--- config.mk ---
export PLATFORM = sky130hd
export DESIGN_NAME = inst_loader
export DESIGN_NICKNAME = d
export VERILOG_FILES = /design/src/rtl/inst_loader.sv
export SDC_FILE = /design/constraint.sdc
export NUM_CORES = 1
export LEC_CHECK = 0
export CORE_MARGIN = 4
export CORE_UTILIZATION = 55
export CTS_CLUSTER_SIZE = 14
export DETAILED_ROUTE_END_ITERATION = 16
export GPL_ROUTABILITY_DRIVEN = 0
export GPL_TIMING_DRIVEN = 0
export MAX_ROUTING_LAYER = met4
export PLACE_DENSITY = 0.9
export SYNTH_ARGS = -nofsm -noshare
export SYNTH_HDL_FRONTEND = slang
export SYNTH_SLANG_ARGS = --single-unit
--- constraint.sdc ---
create_clock -name i_clk -period 5.3 [get_ports i_clk]
set_clock_uncertainty 0.2 [all_clocks]
set_input_delay 1.06 -clock i_clk [delete_from_list [all_inputs] [get_ports i_clk]]
set_output_delay 1.06 -clock i_clk [all_outputs]
set_load 0.01 [all_outputs]
--- src/rtl/inst_loader.sv ---
// -----------------------------------------------------------------------------
// inst_loader
// Writer side of the instruction memory. Accepts a stream of W-bit machine-code
// words over a valid/ready handshake and writes them to consecutive instruction
// memory addresses starting at 0. The CPU is held while a program is written.
//
// Optional feature macro: INST_LOADER_CHECKSUM_EN
//   When defined, a trailer word follows the data. It is compared against the
//   mod-2**W sum of the data words. A mismatch sets a sticky error flag.
//
// Ports
//   i_clk        clock, all logic on the rising edge
//   i_reset      synchronous active-high reset
//   i_start      pulse to begin a load of i_length words (sampled in IDLE only)
//   i_length     word count; values above 2**A saturate to 2**A
//   i_in_valid   source has a word on i_in_data
//   i_in_data    machine-code word from the source
//   o_in_ready   loader accepts i_in_data this cycle (decoded from state)
//   o_wr_en      instruction-memory write strobe
//   o_wr_addr    instruction-memory write address
//   o_wr_data    instruction-memory write data
//   o_busy       load in progress
//   o_done       one-cycle pulse at the end of a load
//   o_cpu_hold   hold the processor in reset while high
//   o_error      checksum mismatch, sticky until the next accepted start
// -----------------------------------------------------------------------------
module inst_loader #(
   parameter int unsigned A = 12,
   parameter int unsigned W = 9
) (
   input  logic         i_clk,
   input  logic         i_reset,
   input  logic         i_start,
   input  logic [A:0]   i_length,
   input  logic         i_in_valid,
   input  logic [W-1:0] i_in_data,
   output logic         o_in_ready,
   output logic         o_wr_en,
   output logic [A-1:0] o_wr_addr,
   output logic [W-1:0] o_wr_data,
   output logic         o_busy,
   output logic         o_done,
   output logic         o_cpu_hold,
   output logic         o_error
);

   localparam int unsigned CNT_W = A + 1;
   localparam logic [CNT_W-1:0] DEPTH = {1'b1, {A{1'b0}}};

   typedef enum logic [1:0] {
      S_IDLE  = 2'd0,
      S_LOAD  = 2'd1,
      S_CHECK = 2'd2,
      S_DONE  = 2'd3
   } state_t;

   state_t           r_state,     w_state;
   logic [CNT_W-1:0] r_remaining, w_remaining;
   logic [A-1:0]     r_addr,      w_addr;
   logic             r_wr_en,     w_wr_en;
   logic [A-1:0]     r_wr_addr,   w_wr_addr;
   logic [W-1:0]     r_wr_data,   w_wr_data;
   logic             r_busy;
   logic             r_done;
   logic             w_hs;
`ifdef INST_LOADER_CHECKSUM_EN
   logic [W-1:0]     r_sum,       w_sum;
   logic             r_error,     w_error;
`endif

   // Ready is a pure decode of the state register
`ifdef INST_LOADER_CHECKSUM_EN
   assign o_in_ready = (r_state == S_LOAD) || (r_state == S_CHECK);
`else
   assign o_in_ready = (r_state == S_LOAD);
`endif

   assign w_hs = i_in_valid & o_in_ready;

   // Next-state and datapath update
   always_comb begin
      w_state     = r_state;
      w_remaining = r_remaining;
      w_addr      = r_addr;
      w_wr_en     = 1'b0;
      w_wr_addr   = r_wr_addr;
      w_wr_data   = r_wr_data;
`ifdef INST_LOADER_CHECKSUM_EN
      w_sum       = r_sum;
      w_error     = r_error;
`endif
      case (r_state)
         S_IDLE: begin
            if (i_start) begin
`ifdef INST_LOADER_CHECKSUM_EN
               w_sum   = '0;
               w_error = 1'b0;
`endif
               w_addr = '0;
               if (i_length == '0) begin
                  w_state = S_DONE;
               end else begin
                  w_remaining = (i_length > DEPTH) ? DEPTH : i_length;
                  w_state     = S_LOAD;
               end
            end
         end
         S_LOAD: begin
            if (w_hs) begin
               w_wr_en     = 1'b1;
               w_wr_addr   = r_addr;
               w_wr_data   = i_in_data;
               w_remaining = r_remaining - CNT_W'(1);
`ifdef INST_LOADER_CHECKSUM_EN
               w_sum       = r_sum + i_in_data;
`endif
               // Address is held on the last word so a full-depth load never wraps
               if (r_remaining == CNT_W'(1)) begin
`ifdef INST_LOADER_CHECKSUM_EN
                  w_state = S_CHECK;
`else
                  w_state = S_DONE;
`endif
               end else begin
                  w_addr = r_addr + A'(1);
               end
            end
         end
`ifdef INST_LOADER_CHECKSUM_EN
         S_CHECK: begin
            // Trailer word is compared only, never written
            if (w_hs) begin
               if (i_in_data != r_sum) begin
                  w_error = 1'b1;
               end
               w_state = S_DONE;
            end
         end
`endif
         S_DONE: begin
            w_state = S_IDLE;
         end
         default: begin
            w_state = S_IDLE;
         end
      endcase
   end

   // State and output registers
   always_ff @(posedge i_clk) begin
      if (i_reset) begin
         r_state     <= S_IDLE;
         r_remaining <= '0;
         r_addr      <= '0;
         r_wr_en     <= 1'b0;
         r_wr_addr   <= '0;
         r_wr_data   <= '0;
         r_busy      <= 1'b0;
         r_done      <= 1'b0;
`ifdef INST_LOADER_CHECKSUM_EN
         r_sum       <= '0;
         r_error     <= 1'b0;
`endif
      end else begin
         r_state     <= w_state;
         r_remaining <= w_remaining;
         r_addr      <= w_addr;
         r_wr_en     <= w_wr_en;
         r_wr_addr   <= w_wr_addr;
         r_wr_data   <= w_wr_data;
         r_busy      <= (w_state != S_IDLE);
         r_done      <= (w_state == S_DONE);
`ifdef INST_LOADER_CHECKSUM_EN
         r_sum       <= w_sum;
         r_error     <= w_error;
`endif
      end
   end

   assign o_wr_en    = r_wr_en;
   assign o_wr_addr  = r_wr_addr;
   assign o_wr_data  = r_wr_data;
   assign o_busy     = r_busy;
   assign o_cpu_hold = r_busy;
   assign o_done     = r_done;
`ifdef INST_LOADER_CHECKSUM_EN
   assign o_error    = r_error;
`else
   assign o_error    = 1'b0;
`endif

endmodule
==> results by group <==
Status
  – Outcome: finished, final reports clean

Setup path
  – Worst EP arrival: between 2 and 2.5 ns
  – Reg2Reg Capture Point: r_addr[8]
  – Most used cell, CP: buf_4
  – Critical Path RT: 4.04 ns
  – CP Max Fanout: 10
  – Worst reg-to-reg setup slack: around 3.0 ns
  – Worst reg2reg path depth: 8
  – CP Class: reg2out
  – CP bufs+invs: 5
  – FF-to-FF Start: r_remaining[1]
  – Slowest cell on the critical path: clkdlybuf4s50_1
  – Crit-path cells: buf_4, nand2b_1, buf_4, inv_2, clkbuf_1, clkdlybuf4s50_1
  – Worst setup EP type: primary output
  – CP startpoint kind: flip-flop
  – Max incr delay on CP: between 0.6 and 0.7 ns
  – Top Family by Delay on Critical Path: buffers and inverters

Clock tree
  – Num CTS Buffers: 5
  – H-tree depth: 2
  – CTS tree: yes
  – Clock Root Buffer: clkbuf_8
  – Reg clk slew, reported paths: 0.10 ns
  – CTS Buffer Depth: 2
  – Clock sinks: 51
  – Post-CTS sizing: 0
  – Cts hold-fix bufs: 0
  – Post-CTS setup buffers: 0
  – Clock latency on the worst-skew pair: between 0.3 and 0.4 ns

STA
  – Setup-failing EPs final: 0
  – Worst Tran Pin Value: approximately 0.61 ns
  – RSZ-0062 raised after global routing: no
  – Crit path time final: between 3 and 4 ns
  – Period utilisation layout: 0.667
  – Fmax: between 0.2 and 0.3 GHz
  – Pins over their slew limit: 0
  – Slew margin rel.: 0.589
  – Setup TNS: 0 ns
  – Final Hold Viols: 0

Floorplan
  – Starting Density: 0.574
  – Die area: about 5700 um2
  – Rows: 24
  – # IOs: 53
  – Die H: approximately 76 um
  – Die width: roughly 76 um
  – Core Region: roughly 4400 um2

Global routing
  – Vias in the first global route: around 2,300
  – Global-route wire length before repair: roughly 11,000 um
  – Initial antenna violation count: 0
  – Pin count of the biggest net entering global routing: 17
  – All-Layer GR Usage: 0.254
  – Grt ovf: 0

Placement
  – Port bufs: 50
  – Post-DP HPWL: 4910 um

Synth
  – Cell variety after synth: 49
  – Mapped cell area: between 2000 and 3000 um2
  – Synth Area in Simple Gates: 0.279
  – Syn nets: around 340
  – Synthesis Warnings: 0
  – Avg Inst Size Synth: about 8.2 um2
  – Seq/Total Area, Yosys: 0.406
  – Area share of fa/ha/maj cells after synthesis: 0.0149
  – Cells after Synth: between 300 and 400
  – Yosys reg bits: 51
  – Ranking of synthesized cells by area: dfxtp_1, nand2_1, a21oi_1
  – Top_reg_cell synth: dfxtp_1
  – Post-synth top area cell: dfxtp_1
  – Post-synthesis mux area share: 0.0318
  – Synth top area share: 0.406
  – Xor/xnor cell area share of the yosys netlist: 0
  – Fraction of registers with async set or reset after synthesis: 0
  – Main combinational cell family by area after synthesis: simple AND/OR/NAND/NOR gates
  – EDFF count, synth: 0
  – Compound-gate portion of the synthesized area: 0.203

Routing
  – Final WL: around 7000 um
  – WL/cell: ~16 um
  – TritonRoute pass-1 iters: 5
  – # DRC: 0
  – Via density: 6.14
  – Vias: roughly 2,600
  – DRT iter0 DRCs: just under 300
  – Final ANT Viol Nets: 0

Worst hold path
  – WHS Endpoint: o_wr_addr[8]
  – Hold Crit Depth: 2
  – Hold_sp: o_wr_addr[8]
  – Worst Hold Class: reg2reg

Power
  – Leak: 1.09 nW
  – PD cells: between 200 and 300 nW/um2
  – VDD IR-drop max: 0.188 mV

Layout
  – Most common cell after layout, fill and taps aside: nand2_1
  – Fill cell count: approximately 340
  – Core Util, Final: 0.731
  – Layout cell share with drive strength beyond 1: 0.0792
  – Fin nets: roughly 390
  – Area growth, synth to finish: 27.3%
  – ANT cells: 0
  – Commonest cells after routing, fill and taps aside: nand2_1, dfxtp_1, clkdlybuf4s50_1

Run
  – Max cap viols: 0
-- sequential cells by signal (all words and copies together) (netlist names) --
signal and flops:
o_wr_data 9, o_wr_addr 12, o_busy 1, o_done 1
r_remaining 13, r_addr 12, o_wr_en 1, r_state 2
-- worst max path at each step --
stage,startpoint,to,slack (ns),depth (start not counted)
after floorplan,i_in_valid,r_remaining[10],2.87,5
after global placement,i_start,r_remaining[11],2.01,7
after detailed placement,i_start,r_remaining[11],1.96,7
after CTS,r_state[1],o_in_ready,1.80,6
final,r_state[1],o_in_ready,1.77,6
after global routing,r_state[1],o_in_ready,1.67,6
-- per-stage QoR --
step	area (um2)	worst slack [ns]	hold slack, ns	cells	power, mW
after floorplan	2520	2.87	0.240	308	0.524
after global placement	3080	2.01	0.242	410	0.578
after CTS	3200	1.80	0.258	418	0.870
after global routing	3200	1.67	0.272	418	0.905
after detailed placement	3080	1.96	0.246	410	0.583
final	3200	1.77	0.258	418	0.867
-- worst min-delay path, stage by stage, from the launching register on --
cell and delay [ns]:
dfxtp_1 0.32, nand2_1 0.05, a21oi_1 0.05
-- report_power, final --
group	switching (mW)	leakage (nW)	internal, mW
Clock	0.133	0.0618	0.155
Combinational	0.0934	0.613	0.0737
Sequential	0.0143	0.415	0.397
-- cells by family after synthesis --
| kind of cell | after synthesis |
|---|---|
| other | 1 |
| adder cells (fa/ha/maj) | 3 |
| AND/OR/NAND/NOR | 135 |
| buffers and inverters | 33 |
| multiplexers | 8 |
| flip-flops | 51 |
| AO/OA/AOI/OAI | 77 |
-- area by class of cell --
type | instances | area (um2) | area share
Inverter | 8 | 30.0 | 0.00938
Sequential cell | 51 | 1020 | 0.319
Tap cell | 52 | 65.1 | 0.0203
Clock buffer | 6 | 82.6 | 0.0258
Timing Repair Buffer | 50 | 500 | 0.156
Clock inverter | 2 | 38.8 | 0.0121
Buffer | 25 | 129 | 0.0402
Multi-Input combinational cell | 224 | 1340 | 0.417
-- synthesized netlist by cell type, drive strengths merged, types with 3 or more instances --
cell type	n
clkbuf	15
a311oi	3
or2	3
or4	6
nand2b	7
inv	8
and3	3
nand2	57
and4	3
o31a	3
dfxtp	51
o31ai	9
o311ai	6
mux2i	8
a211oi	3
ha	3
buf	10
nor3	8
o21ai	4
nand3	5
a31oi	6
a21oi	35
nor4	17
nor2	14
-- routing by layer --
layer  vias to the layer above  share of wire  GRT usage
li1                       1243              -          -
met1                      1179           0.41      0.322
met2                       121           0.50      0.405
met3                        22          0.071     0.0435
met4                         0          0.026     0.0951
met5                         -              0          -
(Power assumes the default switching activity.)
